===== src/rtl/apb_slave_regbank_pkg.sv =====
// apb_pkg: shared types and helpers for the APB completer register bank.
//   - apb_state_e : setup/access FSM states
//   - OFF_*       : word offsets (Paddr[5:2]) of the fixed registers
//   - REG_SPACE   : number of word slots addressable through Paddr[5:2]
//   - addr_error  : decode of every condition that yields Pslverr
package apb_pkg;

    typedef enum logic {
        ST_IDLE   = 1'b0,
        ST_ACCESS = 1'b1
    } apb_state_e;

    localparam logic [3:0] OFF_ID       = 4'd0;
    localparam logic [3:0] OFF_CTRL     = 4'd1;
    localparam logic [3:0] OFF_STATUS   = 4'd2;
    localparam logic [3:0] OFF_SCRATCH0 = 4'd3;

    localparam int REG_SPACE = 16;

    // Misaligned, outside the 64-byte window, beyond the implemented
    // registers, or a write to one of the read-only registers.
    function automatic logic addr_error(input logic [31:0] paddr,
                                        input logic        pwrite,
                                        input int          num_regs);
        logic [3:0] off;
        logic       err;
        off = paddr[5:2];
        err = 1'b0;
        if (paddr[1:0] != 2'b00)
            err = 1'b1;
        if (|paddr[31:6])
            err = 1'b1;
        if (int'(off) >= num_regs)
            err = 1'b1;
        if (pwrite && ((off == OFF_ID) || (off == OFF_STATUS)))
            err = 1'b1;
        return err;
    endfunction

endpackage


===== src/rtl/apb_slave_regbank_if.sv =====
// APB bus bundle between the bridge (master) and a completer (slave).
//   Pselx[2:0]  one-hot select          Penable  access-phase strobe
//   Pwrite      1 = write               Paddr    byte address
//   Pwdata      write data              Prdata   read data
//   Pready      transfer completes      Pslverr  error response
interface apb_slave_regbank_if;

    logic [2:0]  Pselx;
    logic        Penable;
    logic        Pwrite;
    logic [31:0] Paddr;
    logic [31:0] Pwdata;
    logic [31:0] Prdata;
    logic        Pready;
    logic        Pslverr;

    modport master (
        output Pselx, Penable, Pwrite, Paddr, Pwdata,
        input  Prdata, Pready, Pslverr
    );

    modport slave (
        input  Pselx, Penable, Pwrite, Paddr, Pwdata,
        output Prdata, Pready, Pslverr
    );

endinterface


===== src/rtl/apb_slave_regbank_fsm.sv =====
// apb_slave_fsm: APB setup/access sequencing with a wait-state down-counter.
//   clk, rst  : clock, async active-high reset
//   sel       : this completer's select bit
//   penable   : APB access strobe
//   setup     : setup cycle accepted (state goes IDLE -> ACCESS this edge)
//   complete  : completion edge of a legal access
//   abort     : select or enable dropped during access
//   ready     : registered Pready (ACCESS with the counter at terminal count)
//
// state     | meaning
// ----------+-----------------------------------------------------------
// ST_IDLE   | no transfer; waiting for sel & !penable
// ST_ACCESS | access phase; cnt counts down wait states, ready at cnt == 0
module apb_slave_fsm
    import apb_pkg::*;
#(
    parameter int WAIT_STATES = 0
) (
    input  logic clk,
    input  logic rst,
    input  logic sel,
    input  logic penable,
    output logic setup,
    output logic complete,
    output logic abort,
    output logic ready
);

    apb_state_e state_q, state_d;
    logic [3:0] cnt_q, cnt_d;

    always_ff @(posedge clk or posedge rst) begin
        if (rst) begin
            state_q <= ST_IDLE;
            cnt_q   <= 4'd0;
        end else begin
            state_q <= state_d;
            cnt_q   <= cnt_d;
        end
    end

    // ready depends on registered state only, so Pready has no
    // combinational path from the bus inputs.
    assign ready = (state_q == ST_ACCESS) && (cnt_q == 4'd0);

    always_comb begin
        state_d  = state_q;
        cnt_d    = cnt_q;
        setup    = 1'b0;
        complete = 1'b0;
        abort    = 1'b0;
        case (state_q)
            ST_IDLE: begin
                // penable without a preceding setup cycle is ignored
                if (sel && !penable) begin
                    setup   = 1'b1;
                    state_d = ST_ACCESS;
                    cnt_d   = 4'(WAIT_STATES);
                end
            end
            ST_ACCESS: begin
                if (!(sel && penable)) begin
                    abort   = 1'b1;
                    state_d = ST_IDLE;
                end else if (cnt_q == 4'd0) begin
                    complete = 1'b1;
                    state_d  = ST_IDLE;
                end else begin
                    cnt_d = cnt_q - 4'd1;
                end
            end
            default: state_d = ST_IDLE;
        endcase
    end

endmodule


===== src/rtl/apb_slave_regbank.sv =====
// apb_slave_regbank: APB completer serving a small word register bank.
//   Hclk, Hreset : clock, async active-high reset
//   bus          : APB slave modport (Pselx/Penable/Pwrite/Paddr/Pwdata in,
//                  Prdata/Pready/Pslverr out)
// Register map (word offset Paddr[5:2]):
//   0 ID (RO, ID_VALUE), 1 CTRL (RW), 2 STATUS (RO {wr_count, err_count}),
//   3 .. NUM_REGS-1 SCRATCH (RW)
module apb_slave_regbank
    import apb_pkg::*;
#(
    parameter int          SEL_INDEX   = 0,
    parameter int          NUM_REGS    = 8,
    parameter int          WAIT_STATES = 0,
    parameter logic [31:0] ID_VALUE    = 32'hA5B0_0001
) (
    input  logic                 Hclk,
    input  logic                 Hreset,
    apb_slave_regbank_if.slave   bus
);

    logic sel;
    logic setup, complete, abort, ready;

    assign sel = bus.Pselx[SEL_INDEX];

    apb_slave_fsm #(.WAIT_STATES(WAIT_STATES)) u_fsm (
        .clk      (Hclk),
        .rst      (Hreset),
        .sel      (sel),
        .penable  (bus.Penable),
        .setup    (setup),
        .complete (complete),
        .abort    (abort),
        .ready    (ready)
    );

    // Full 16-slot array keeps the offset index width exact; slots that are
    // read-only or beyond NUM_REGS are never written and stay 0.
    logic [31:0] regs_q [REG_SPACE];
    logic [31:0] regs_d [REG_SPACE];
    logic [15:0] wr_count_q, wr_count_d;
    logic [15:0] err_count_q, err_count_d;

    // Transfer attributes captured at setup
    logic        err_q, err_d;
    logic        wr_q, wr_d;
    logic [3:0]  off_q, off_d;
    logic [31:0] rdata_q, rdata_d;

    logic [3:0]  off_now;
    logic        err_now;
    logic [31:0] rd_val;

    assign off_now = bus.Paddr[5:2];
    assign err_now = addr_error(bus.Paddr, bus.Pwrite, NUM_REGS);

    always_comb begin
        rd_val = '0;
        case (off_now)
            OFF_ID:     rd_val = ID_VALUE;
            OFF_STATUS: rd_val = {wr_count_q, err_count_q};
            default:    rd_val = regs_q[off_now];
        endcase
    end

    always_comb begin
        err_d       = err_q;
        wr_d        = wr_q;
        off_d       = off_q;
        rdata_d     = rdata_q;
        regs_d      = regs_q;
        wr_count_d  = wr_count_q;
        err_count_d = err_count_q;

        if (setup) begin
            err_d   = err_now;
            wr_d    = bus.Pwrite;
            off_d   = off_now;
            // Read data is frozen here, so a same-cycle counter bump or
            // write completion is not visible to this read.
            rdata_d = (!bus.Pwrite && !err_now) ? rd_val : 32'h0;
        end

        if (abort) begin
            err_d   = 1'b0;
            rdata_d = 32'h0;
        end

        if (complete) begin
            if (err_q) begin
                if (err_count_q != 16'hFFFF)
                    err_count_d = err_count_q + 16'd1;
            end else if (wr_q) begin
                regs_d[off_q] = bus.Pwdata;
                if (wr_count_q != 16'hFFFF)
                    wr_count_d = wr_count_q + 16'd1;
            end
        end
    end

    always_ff @(posedge Hclk or posedge Hreset) begin
        if (Hreset) begin
            err_q       <= 1'b0;
            wr_q        <= 1'b0;
            off_q       <= 4'd0;
            rdata_q     <= 32'h0;
            wr_count_q  <= 16'h0;
            err_count_q <= 16'h0;
            for (int i = 0; i < REG_SPACE; i++)
                regs_q[i] <= 32'h0;
        end else begin
            err_q       <= err_d;
            wr_q        <= wr_d;
            off_q       <= off_d;
            rdata_q     <= rdata_d;
            wr_count_q  <= wr_count_d;
            err_count_q <= err_count_d;
            regs_q      <= regs_d;
        end
    end

    assign bus.Pready  = ready;
    assign bus.Prdata  = ready ? rdata_q : 32'h0;
    assign bus.Pslverr = ready & err_q;

endmodule


===== src/flat_wrapper.sv =====
// flat-port wrapper written by rule: the top's interface ports become plain ports
module apb_slave_regbank_flat import apb_pkg::*;
#(
    parameter int          SEL_INDEX   = 0,
    parameter int          NUM_REGS    = 8,
    parameter int          WAIT_STATES = 0,
    parameter logic [31:0] ID_VALUE    = 32'hA5B0_0001
)
  (Hclk, Hreset, bus_Pselx, bus_Penable, bus_Pwrite, bus_Paddr, bus_Pwdata, bus_Prdata, bus_Pready, bus_Pslverr);
  apb_slave_regbank_if bus_i ();
  input  logic Hclk;
  input  logic Hreset;
  input wire logic [$bits(bus_i.Pselx)-1:0] bus_Pselx;
  input wire logic [$bits(bus_i.Penable)-1:0] bus_Penable;
  input wire logic [$bits(bus_i.Pwrite)-1:0] bus_Pwrite;
  input wire logic [$bits(bus_i.Paddr)-1:0] bus_Paddr;
  input wire logic [$bits(bus_i.Pwdata)-1:0] bus_Pwdata;
  output wire logic [$bits(bus_i.Prdata)-1:0] bus_Prdata;
  output wire logic [$bits(bus_i.Pready)-1:0] bus_Pready;
  output wire logic [$bits(bus_i.Pslverr)-1:0] bus_Pslverr;
  assign bus_i.Pselx = bus_Pselx;
  assign bus_i.Penable = bus_Penable;
  assign bus_i.Pwrite = bus_Pwrite;
  assign bus_i.Paddr = bus_Paddr;
  assign bus_i.Pwdata = bus_Pwdata;
  assign bus_Prdata = bus_i.Prdata;
  assign bus_Pready = bus_i.Pready;
  assign bus_Pslverr = bus_i.Pslverr;
  apb_slave_regbank #(.SEL_INDEX(SEL_INDEX), .NUM_REGS(NUM_REGS), .WAIT_STATES(WAIT_STATES), .ID_VALUE(ID_VALUE)) u_core (.Hclk(Hclk), .Hreset(Hreset), .bus(bus_i));
endmodule

===== config.mk =====
export PLATFORM = sky130hd
export DESIGN_NAME = apb_slave_regbank_flat
export DESIGN_NICKNAME = d
export VERILOG_FILES = /design/src/rtl/apb_slave_regbank_pkg.sv /design/src/rtl/apb_slave_regbank_if.sv /design/src/rtl/apb_slave_regbank_fsm.sv /design/src/rtl/apb_slave_regbank.sv /design/src/flat_wrapper.sv
export SDC_FILE = /design/constraint.sdc
export NUM_CORES = 1
export LEC_CHECK = 0
export BUFFER_PORTS_ARGS = -buffer_cell sky130_fd_sc_hd__buf_2
export CAP_MARGIN = 20
export CORE_ASPECT_RATIO = 0.75
export CORE_UTILIZATION = 45
export DETAILED_ROUTE_END_ITERATION = 8
export HOLD_SLACK_MARGIN = 0.06
export PLACE_DENSITY = 0.63
export SLEW_MARGIN = 20
export SYNTH_ARGS = -nofsm -noshare
export SYNTH_HDL_FRONTEND = slang
export SYNTH_SLANG_ARGS = --single-unit

===== constraint.sdc =====
create_clock -name Hclk -period 28.9 [get_ports Hclk]
set_input_delay 5.78 -clock Hclk [delete_from_list [all_inputs] [get_ports Hclk]]
set_output_delay 5.78 -clock Hclk [all_outputs]
set_load 0.05 [all_outputs]

# [Yosys cells after proc, flatten, opt, wreduce, memory -nomap -nowiden]
# Index checks and enable logic that the tools add are counted.
[op_classes] bitwise=5 eq_ne=6 n_reduce_logical=19 add_sub_neg=3 mux=31 order_cmp=4 n_div=0 shifts=0 mul=0
[op_table] op="512-bit bitwise mux" n=1
[op_table] op="32-bit two-way mux" n=7
[op_table] op="32-bit binary-select mux with 4-bit select" n=1
[op_table] op="32-bit demux with 4-bit select" n=1
[op_table] op="32-bit case mux with 2 select lines" n=1
[op_table] op="16-bit by 1-bit adder with 16-bit output, second input constant" n=2
[op_table] op="16-bit != test, second input constant" n=2
[op_table] op="26-bit OR reduction" n=1
[op_table] op="1-bit two-way mux" n=15
[op_table] op="4-bit two-way mux" n=3
[op_table] op="5-bit greater-or-equal comparator, second input constant" n=2
[op_table] op="4-bit inverter with 5-bit output" n=2
[op_table] op="3-bit AND reduction" n=3
[op_table] op="4-bit zero test" n=2
[op_table] op="4-bit case mux with 2 select lines" n=1
[op_table] op="1-bit logical AND" n=6
[op_table] op="5-bit by 1-bit less-than comparator with 1-bit output, second input constant" n=1
[op_table] op="4-bit by 2-bit equality test with 1-bit output, second input constant" n=1
[op_table] op="4-bit greater-or-equal comparator, second input constant" n=1
[op_table] op="2-bit != test, second input constant" n=2
[op_table] op="4-bit AND reduction" n=1
[op_table] op="2-bit nonzero test" n=2
[op_table] op="4-bit by 1-bit subtractor with 4-bit output, second input constant" n=1
[op_table] op="1-bit zero test" n=3
[op_table] op="5 further kinds" n=6
[totals] out_inout_bits=34 latch_bits=0 rom_bits=0 in_bits=71 ramBits=0 n_memories=0 ff_bits=587 wordCells=92

# [Logic depth before layout (Yosys ltp)]
# Gate-level depths: netlist of run 1.
[logic_depth] depth_word=10 depth_mapped=10 depth_no_buf=7

# [Hierarchy]
# A second synthesis of run 1 with hierarchy kept.
[hier_totals] hier_cells=1338 area_unflattened_um2=16154.2
[by_module_without_submodules] module="apb_slave_regbank" area_per_inst_um2=15787.6 instances=1 seq_area_each_um2=8157.8 cells_each=1299
[by_module_without_submodules] module="apb_slave_fsm" area_per_inst_um2=366.6 instances=1 seq_area_each_um2=125.1 cells_each=39

# [Least setup slack after synthesis of run 1]
# Ideal clock, no wire load.
[synth_path] path_kind="reg2out" startpoint="register u_core.u_fsm.cnt_q[0]" endpoint="output port bus_Prdata[22]" path_stages_with_launch=7 path_buffers=2 t_arrival_ns=2.214 required_ns=23.120 path_slack_ns=20.906 cell_sequence="dfrtp_1 inv_1 ha_1 nor4bb_1 clkbuf_1 clkbuf_1 and2_1"
[synth_between] elab_chain_cells=3
[synth_rtl] element="start, declared" line="apb_slave_regbank_fsm.sv:30" rtl="logic [3:0] cnt_q, cnt_d;"
[synth_rtl] element="start signal, assigned" line="apb_slave_regbank_fsm.sv:38" rtl="cnt_q <= cnt_d;"
[synth_rtl] element="4-bit zero test" line="apb_slave_regbank_fsm.sv:44" rtl="assign ready = (state_q == ST_ACCESS) && (cnt_q == 4'd0);"
[synth_rtl] element="1-bit logical AND" line="apb_slave_regbank_fsm.sv:44"
[synth_rtl] element="net bus_Pready" line="flat_wrapper.sv:19" rtl="output wire logic [$bits(bus_i.Pready)-1:0] bus_Pready;"
[synth_rtl] element="32-bit two-way mux" line="apb_slave_regbank.sv:123" rtl="assign bus.Prdata = ready ? rdata_q : 32'h0;"
[synth_rtl] element="end, declared" line="flat_wrapper.sv:18" rtl="output wire logic [$bits(bus_i.Prdata)-1:0] bus_Prdata;"
# The timed path passes the listed nets, and every way through them passes these cells.

# [Worst setup path in the final report of run 1]
[layout_path] startpoint="register u_core.u_fsm.cnt_q[0]" endpoint="output port bus_Prdata[19]"
[layout_between] elab_chain_cells=3
[layout_rtl] element="4-bit zero test" line="apb_slave_regbank_fsm.sv:44"
[layout_rtl] element="1-bit logical AND" line="apb_slave_regbank_fsm.sv:44"
[layout_rtl] element="32-bit two-way mux" line="apb_slave_regbank.sv:123"
# Every way passes these cells.

==> results of run 1 <==
[through the flow]
| step | area (µm²) | instances |
|---|---|---|
| floorplan | 15600 | 1236 |
| global placement | 16300 | 1689 |
| detailed placement | 16400 | 1691 |
| CTS | 17400 | 1748 |
| global route | 17500 | 1749 |
| finish | 17500 | 1749 |
[state kept, by name, summed over array words and instances, names as in the netlist]
signal,cells
u_core.regs_q,256
u_core.rdata_q,32
u_core.err_count_q,16
u_core.wr_count_q,16
u_core.off_q,4
u_core.u_fsm.cnt_q,4
u_core.err_q,1
u_core.u_fsm.state_q,1
u_core.wr_q,1
[worst max-delay path: cells and delay by family, from the launching register on]
| kind | cells | cell delay (ns) |
|---|---|---|
| flip-flops | 1 | 0.40 |
| adder cells (fa/ha/maj) | 1 | 0.19 |
| buffers and inverters | 3 | 0.79 |
| AND/OR/NAND/NOR | 2 | 1.11 |
[routing by layer]
layer	track usage	wire, µm
met4	0.0554	762
met1	0.309	17600
met5	0	22
met2	0.332	16500
met3	0.0371	1680
[worst max path at each step]
| stage | end | slack, ns | cells after the start |
|---|---|---|---|
| 5_1_grt | bus_Prdata[19] | 19.87 | 6 |
| 4_1_cts | bus_Prdata[20] | 20.07 | 6 |
| 6_report | bus_Prdata[19] | 20.10 | 6 |
| 3_5_place_dp | u_core.regs_q[386] | 20.46 | 7 |
| 2_1_floorplan | u_core.err_count_q[0] | 13.95 | 1 |
| 3_3_place_gp | u_core.regs_q[263] | 20.46 | 6 |
[cell usage in the layout (no fill, tap or decap), types with 3 or more instances in the layout]
master and n:
a21oi_1 13, a221oi_1 31, a22o_1 12, and2_1 34, and3_1 4, and4_1 4
buf_2 100, buf_4 16, clkbuf_1 12, clkbuf_16 37, clkbuf_8 3, clkinv_2 3
dfrtp_1 331, ha_1 4, inv_1 10, mux2_1 7, mux2_2 257, mux2i_1 36
mux4_2 31, nand2_1 66, nand2_2 6, nand2b_1 65, nand3_1 15, nand4_1 11
nor2_1 30, nor3_1 8, nor4_1 8, o21ai_0 54, o22ai_1 23, or3_1 3
xnor2_1 17, xor2_1 11
[kinds of logic after synthesis]
| kind of cell | count (synthesis) |
|---|---|
| AOI/OAI and AO/OA | 148 |
| xor gates and xnor gates | 28 |
| adders and majority gates | 4 |
| buffers and inverters | 124 |
| DFF | 331 |
| muxes | 331 |
| and+or+nand+nor | 270 |
[final cells by class]
type | instances | area share
clock inverters | 5 | 0.00322
well taps | 450 | 0.0322
multi-input cells | 781 | 0.390
inverters | 11 | 0.00279
clock buffers | 52 | 0.0580
flip-flops and latches | 331 | 0.474
repair buffers | 119 | 0.0398
[synthesized netlist by cell type, drive strengths merged (2+ instances only)]
| cell | count |
|---|---|
| a31oi | 2 |
| nand2 | 72 |
| or3 | 4 |
| nand2b | 65 |
| o31ai | 2 |
| o21a | 2 |
| xor2 | 11 |
| nor3 | 9 |
| clkbuf | 72 |
| nor2 | 30 |
| inv | 11 |
| mux2 | 264 |
| xnor2 | 17 |
| nor2b | 3 |
| o22ai | 23 |
| o22a | 2 |
| a221oi | 31 |
| nor4 | 8 |
| a22o | 12 |
| nand4 | 11 |
| o211ai | 2 |
| o21ai | 55 |
| buf | 41 |
| and4 | 4 |
| mux2i | 36 |
| nand3 | 15 |
| or4 | 2 |
| nor3b | 2 |
| dfrtp | 331 |
| and2 | 34 |
| mux4 | 31 |
| ha | 4 |
| a21oi | 13 |
| and3 | 6 |
[where the power goes]
part	switching, mW	total [mW]	internal [mW]
clock	0.180	0.430	0.251
combinational	0.0558	0.0990	0.0433
sequential	0.0175	0.505	0.487
total	0.253	1.03	0.781
==> out/results.txt, run 1 <==
Register area: 8280 µm²
Yosys warns: 0
First-pass GRT wire length: 58200 µm
Hold crit path type: reg2reg
Adder-cell share of the synthesized area: 0.00321
Filler cell count: 2983
Final hold viol count: 0
Register bit total from synthesis: 331
CTS clk-pin slew, worst paths: 0.06 ns
Leakage: 8.45 nW
Die area: 35400 µm²
Post-route ant nets: 0
Final setup fails: 0
Cell count after synthesis: 1236
Post-synthesis compound-gate area fraction: 0.0623
XOR/XNOR Fraction of Synth Area: 0.0157
Clk_lat worst skew: 0.52 ns
Critical Path Source: u_core.u_fsm.cnt_q[0]
WP data arrival: 3.02 ns
Clock Root Buffer: clkbuf_16
GRT overflow: 0
Mapped Nets: 1311
Pre-CTS setup slack: 20.46 ns
GP Congestion: 0.764
Utilization after layout: 0.517
RSZ-0062 raised after global routing: no
Reg-to-Reg End: u_core.regs_q[404]
Post-synth EDFFs: 0
Top cell type's share of synthesized area: 0.532
Largest net degree at the start of global routing: 117
Vias in the first global route: 10100
Hold_ws: 0.476 ns
Initial antenna violation count: 2
CP cell instances: inv_1 -> ha_1 -> nor4bb_4 -> buf_4 -> and2_1 -> buf_2
Final Critical Period: 8.80 ns
Netlist Area Pre-Place: 15600 µm²
Post-CTS setup buffer count: 0
Asr flop ratio synth: 1.00
Die H: 163 µm
Core region area: 33800 µm²
Number of cell rows: 58
TritonCTS clock tree: yes
Hold Crit Depth: 2
Post-route DRC: 0
Power Total: 1.03 mW
# clock sinks: 331
Crit path required time: 23.12 ns
Hold wc startpoint: u_core.rdata_q[10]
Boundary pin count: 105
Status: completed
Hold worst-path end: u_core.rdata_q[10]
FF-to-FF path depth: 8
Initial Util: 0.461
Reg2reg setup slack: 25.32 ns
TritonRoute pass-1 iters: 4
Largest family of logic cells by synthesized area: multiplexers
Setup TNS after final layout: 0 ns
Worst r2r src: u_core.u_fsm.cnt_q[0]
CP max-delay cell: nor4bb_4
H-tree levels: 2
WL/cell: 20.9 µm
Slowest stage delay, CP: 0.93 ns
Kind of critical path: reg2out
Post-synthesis simple-gate area fraction: 0.0938
Setup ws final: 20.10 ns
CTS buffer count: 34
Fraction of synthesized area in multiplexers: 0.259
VDD IR-drop max: 0.0000460 V
Unique masters post-synth: 51
DR vias/cell: 5.70
I/O Buffers: 102
Multi-input logic area: 6810 µm²
Avg Cell Area, Syn: 12.6 µm²
First DRT Iteration DRCs: 753
Final nets: 1353
Layout area overhead: 12.1%
DPL Wire Length: 21900 µm
Vias: 9978
Endpoint type of the worst setup path: output port
Ys flop type: dfrtp_1
Largest cells by area after synthesis: dfrtp_1 (53%), mux2_2 (19%), mux4_2 (4.5%), nand2b_1 (2.6%), mux2i_1 (2.3%)
Pins over their slew limit: 0
Total track usage: 0.213
Dominant cell type by area after synthesis: dfrtp_1
Max cap viols: 0
Die width: 217 µm
Relative slew slack: 0.261
Share of cells above drive strength 1: 0.363
CTS Hold Bufs: 0
Power Density: 59.2 nW/µm²
CTS Buffer Depth: 3
Final worst path period share: 0.304
Gates resized, CTS repair: 0
Critical Path Source Type: flip-flop
Ant. Diodes: 0
Post-synthesis sequential area ratio: 0.532
Worst-Margin Slew: 1.10 ns
Crit path max fanout: 20
Clk_skew: 0.0104 ns
Highest Clock Rate: 114 MHz
Routed WL: 36600 µm
Note: power is estimated with default switching activity, not from simulation.
==> inputs of run 2 (changes only) <==
- PLACE_DENSITY: 0.63 -> 0.66
- clock period: 28.9 -> 7.2 ns (I/O delays scaled with it)
==> run 2 against run 1 <==
  * Core utilization up 0.33 points
  * Global-route usage up 0.27 points
  * Cell area up 0.64%
  * Register-to-register slack worse by 22 ns
  * Critical path depth unchanged
  * Die area unchanged
  * Sequential power rose to 4.0 times the previous value
  * Flip-flop and latch count unchanged
  * Total power rose to 4.2 times the previous value
  * Sequential share of layout area down 0.30 points
==> out/results.txt, run 2 (same netlist as run 1, synthesis figures left out) <==
Status: completed
First DRT Iteration DRCs: 659
Power Total: 4.30 mW
Initial Util: 0.461
Final setup fails: 0
Top Layer Used: met5
Crit path required time: 5.76 ns
DR vias/cell: 5.66
Initial antenna violation count: 3
Boundary pin count: 105
Total track usage: 0.216
# clock sinks: 331
Pre-CTS setup slack: 3.09 ns
Clk_lat worst skew: 0.52 ns
Utilization after layout: 0.520
Setup ws final: 3.05 ns
Kind of critical path: reg2out
CTS buffer count: 34
Worst-Margin Slew: 1.10 ns
Gates resized, CTS repair: 0
Routed met3 length: 1620 µm
Final nets: 1351
Pins over their slew limit: 0
RSZ-0062 raised after global routing: no
CTS clk-pin slew, worst paths: 0.06 ns
Final hold viol count: 0
Leakage: 8.51 nW
Clock Root Buffer: clkbuf_16
TritonRoute pass-1 iters: 4
GP Congestion: 0.748
Reg2reg setup slack: 3.78 ns
Power Density: 245 nW/µm²
Most common cell after layout, fill and taps aside: dfrtp_1
GRT overflow: 0
Largest registers: u_core.regs_q (256), u_core.rdata_q (32)
Highest Clock Rate: 241 MHz
Vias: 9913
Die area: 35400 µm²
Routed wl met2: 16900 µm
Placement Cell Area: 16300 µm²
DPL Wire Length: 21500 µm
Final worst path period share: 0.577
Setup TNS after final layout: 0 ns
I/O Buffers: 102
Die H: 163 µm
Post-route DRC: 0
Max cap viols: 0
Share of cells above drive strength 1: 0.370
Die width: 217 µm
CTS Hold Bufs: 0
Hold_ws: 0.471 ns
VDD IR-drop max: 0.000191 V
Filler cell count: 2954
Post-route ant nets: 0
Largest net degree at the start of global routing: 182
WL/cell: 21.0 µm
Post-layout instance area: 17600 µm²
Final Critical Period: 4.15 ns
Endpoint type of the worst setup path: output port
CTS Buffer Depth: 3
Critical Path Source Type: flip-flop
WP data arrival: 2.71 ns
Commonest non-fill, non-tap cells in the layout: dfrtp_1 (331), mux2_2 (257), buf_2 (101)
H-tree levels: 2
Max reg flops: 256
First-pass GRT wire length: 59000 µm
Dpl cells: 1689
Post-route insts no fill: 1751
Crit path max fanout: 29
Number of cell rows: 58
Layout area overhead: 12.9%
Clk_skew: 0.0131 ns
TritonCTS clock tree: yes
Relative slew slack: 0.263
Post-CTS setup buffer count: 0
Vias in the first global route: 10200
M1 wire length: 17500 µm
Hold crit path type: reg2reg
Core region area: 33800 µm²
Routed WL: 36700 µm
Reg with most FFs: u_core.regs_q
run 2: critical path: stages, from the launching register on:
cell	delay, ns
dfrtp_1	0.40
inv_1	0.13
ha_1	0.18
nor4bb_4	0.52
buf_4	0.42
and2_1	0.25
buf_2	0.29
run 2: layout make-up:
class | count | area [µm²] | area share
timing repair buffer | 117 | 662 | 0.0377
tap | 450 | 563 | 0.0320
sequential | 331 | 8280 | 0.471
antenna | 1 | 2.50 | 0.000142
clock inverter | 11 | 136 | 0.00776
inverter | 11 | 45.0 | 0.00256
clock buffer | 49 | 1060 | 0.0604
multi-input combinational | 781 | 6830 | 0.388
run 2: worst paths after layout:
| path | startpoint | end | cells past startpoint |
|---|---|---|---|
| min in group asynchronous | Hreset | u_core.regs_q[277] | 2 |
| max in group asynchronous | Hreset | u_core.regs_q[425] | 3 |
| max reg2reg | u_core.u_fsm.cnt_q[0] | u_core.regs_q[295] | 8 |
| max | u_core.u_fsm.cnt_q[0] | bus_Prdata[1] | 6 |
| min | u_core.rdata_q[6] | u_core.rdata_q[6] | 2 |
| min reg2reg | u_core.rdata_q[6] | u_core.rdata_q[6] | 2 |
run 2: metal layers:
layer	track usage	vias up
li1	-	4501
met1	0.310	5167
met2	0.338	188
met3	0.0393	53
met4	0.0541	4
met5	0	-
run 2: report_power, final:
part | internal, mW | total (mW) | switching [mW]
Combinational | 0.173 | 0.394 | 0.221
Sequential | 1.96 | 2.03 | 0.0714
Clock | 1.13 | 1.88 | 0.744
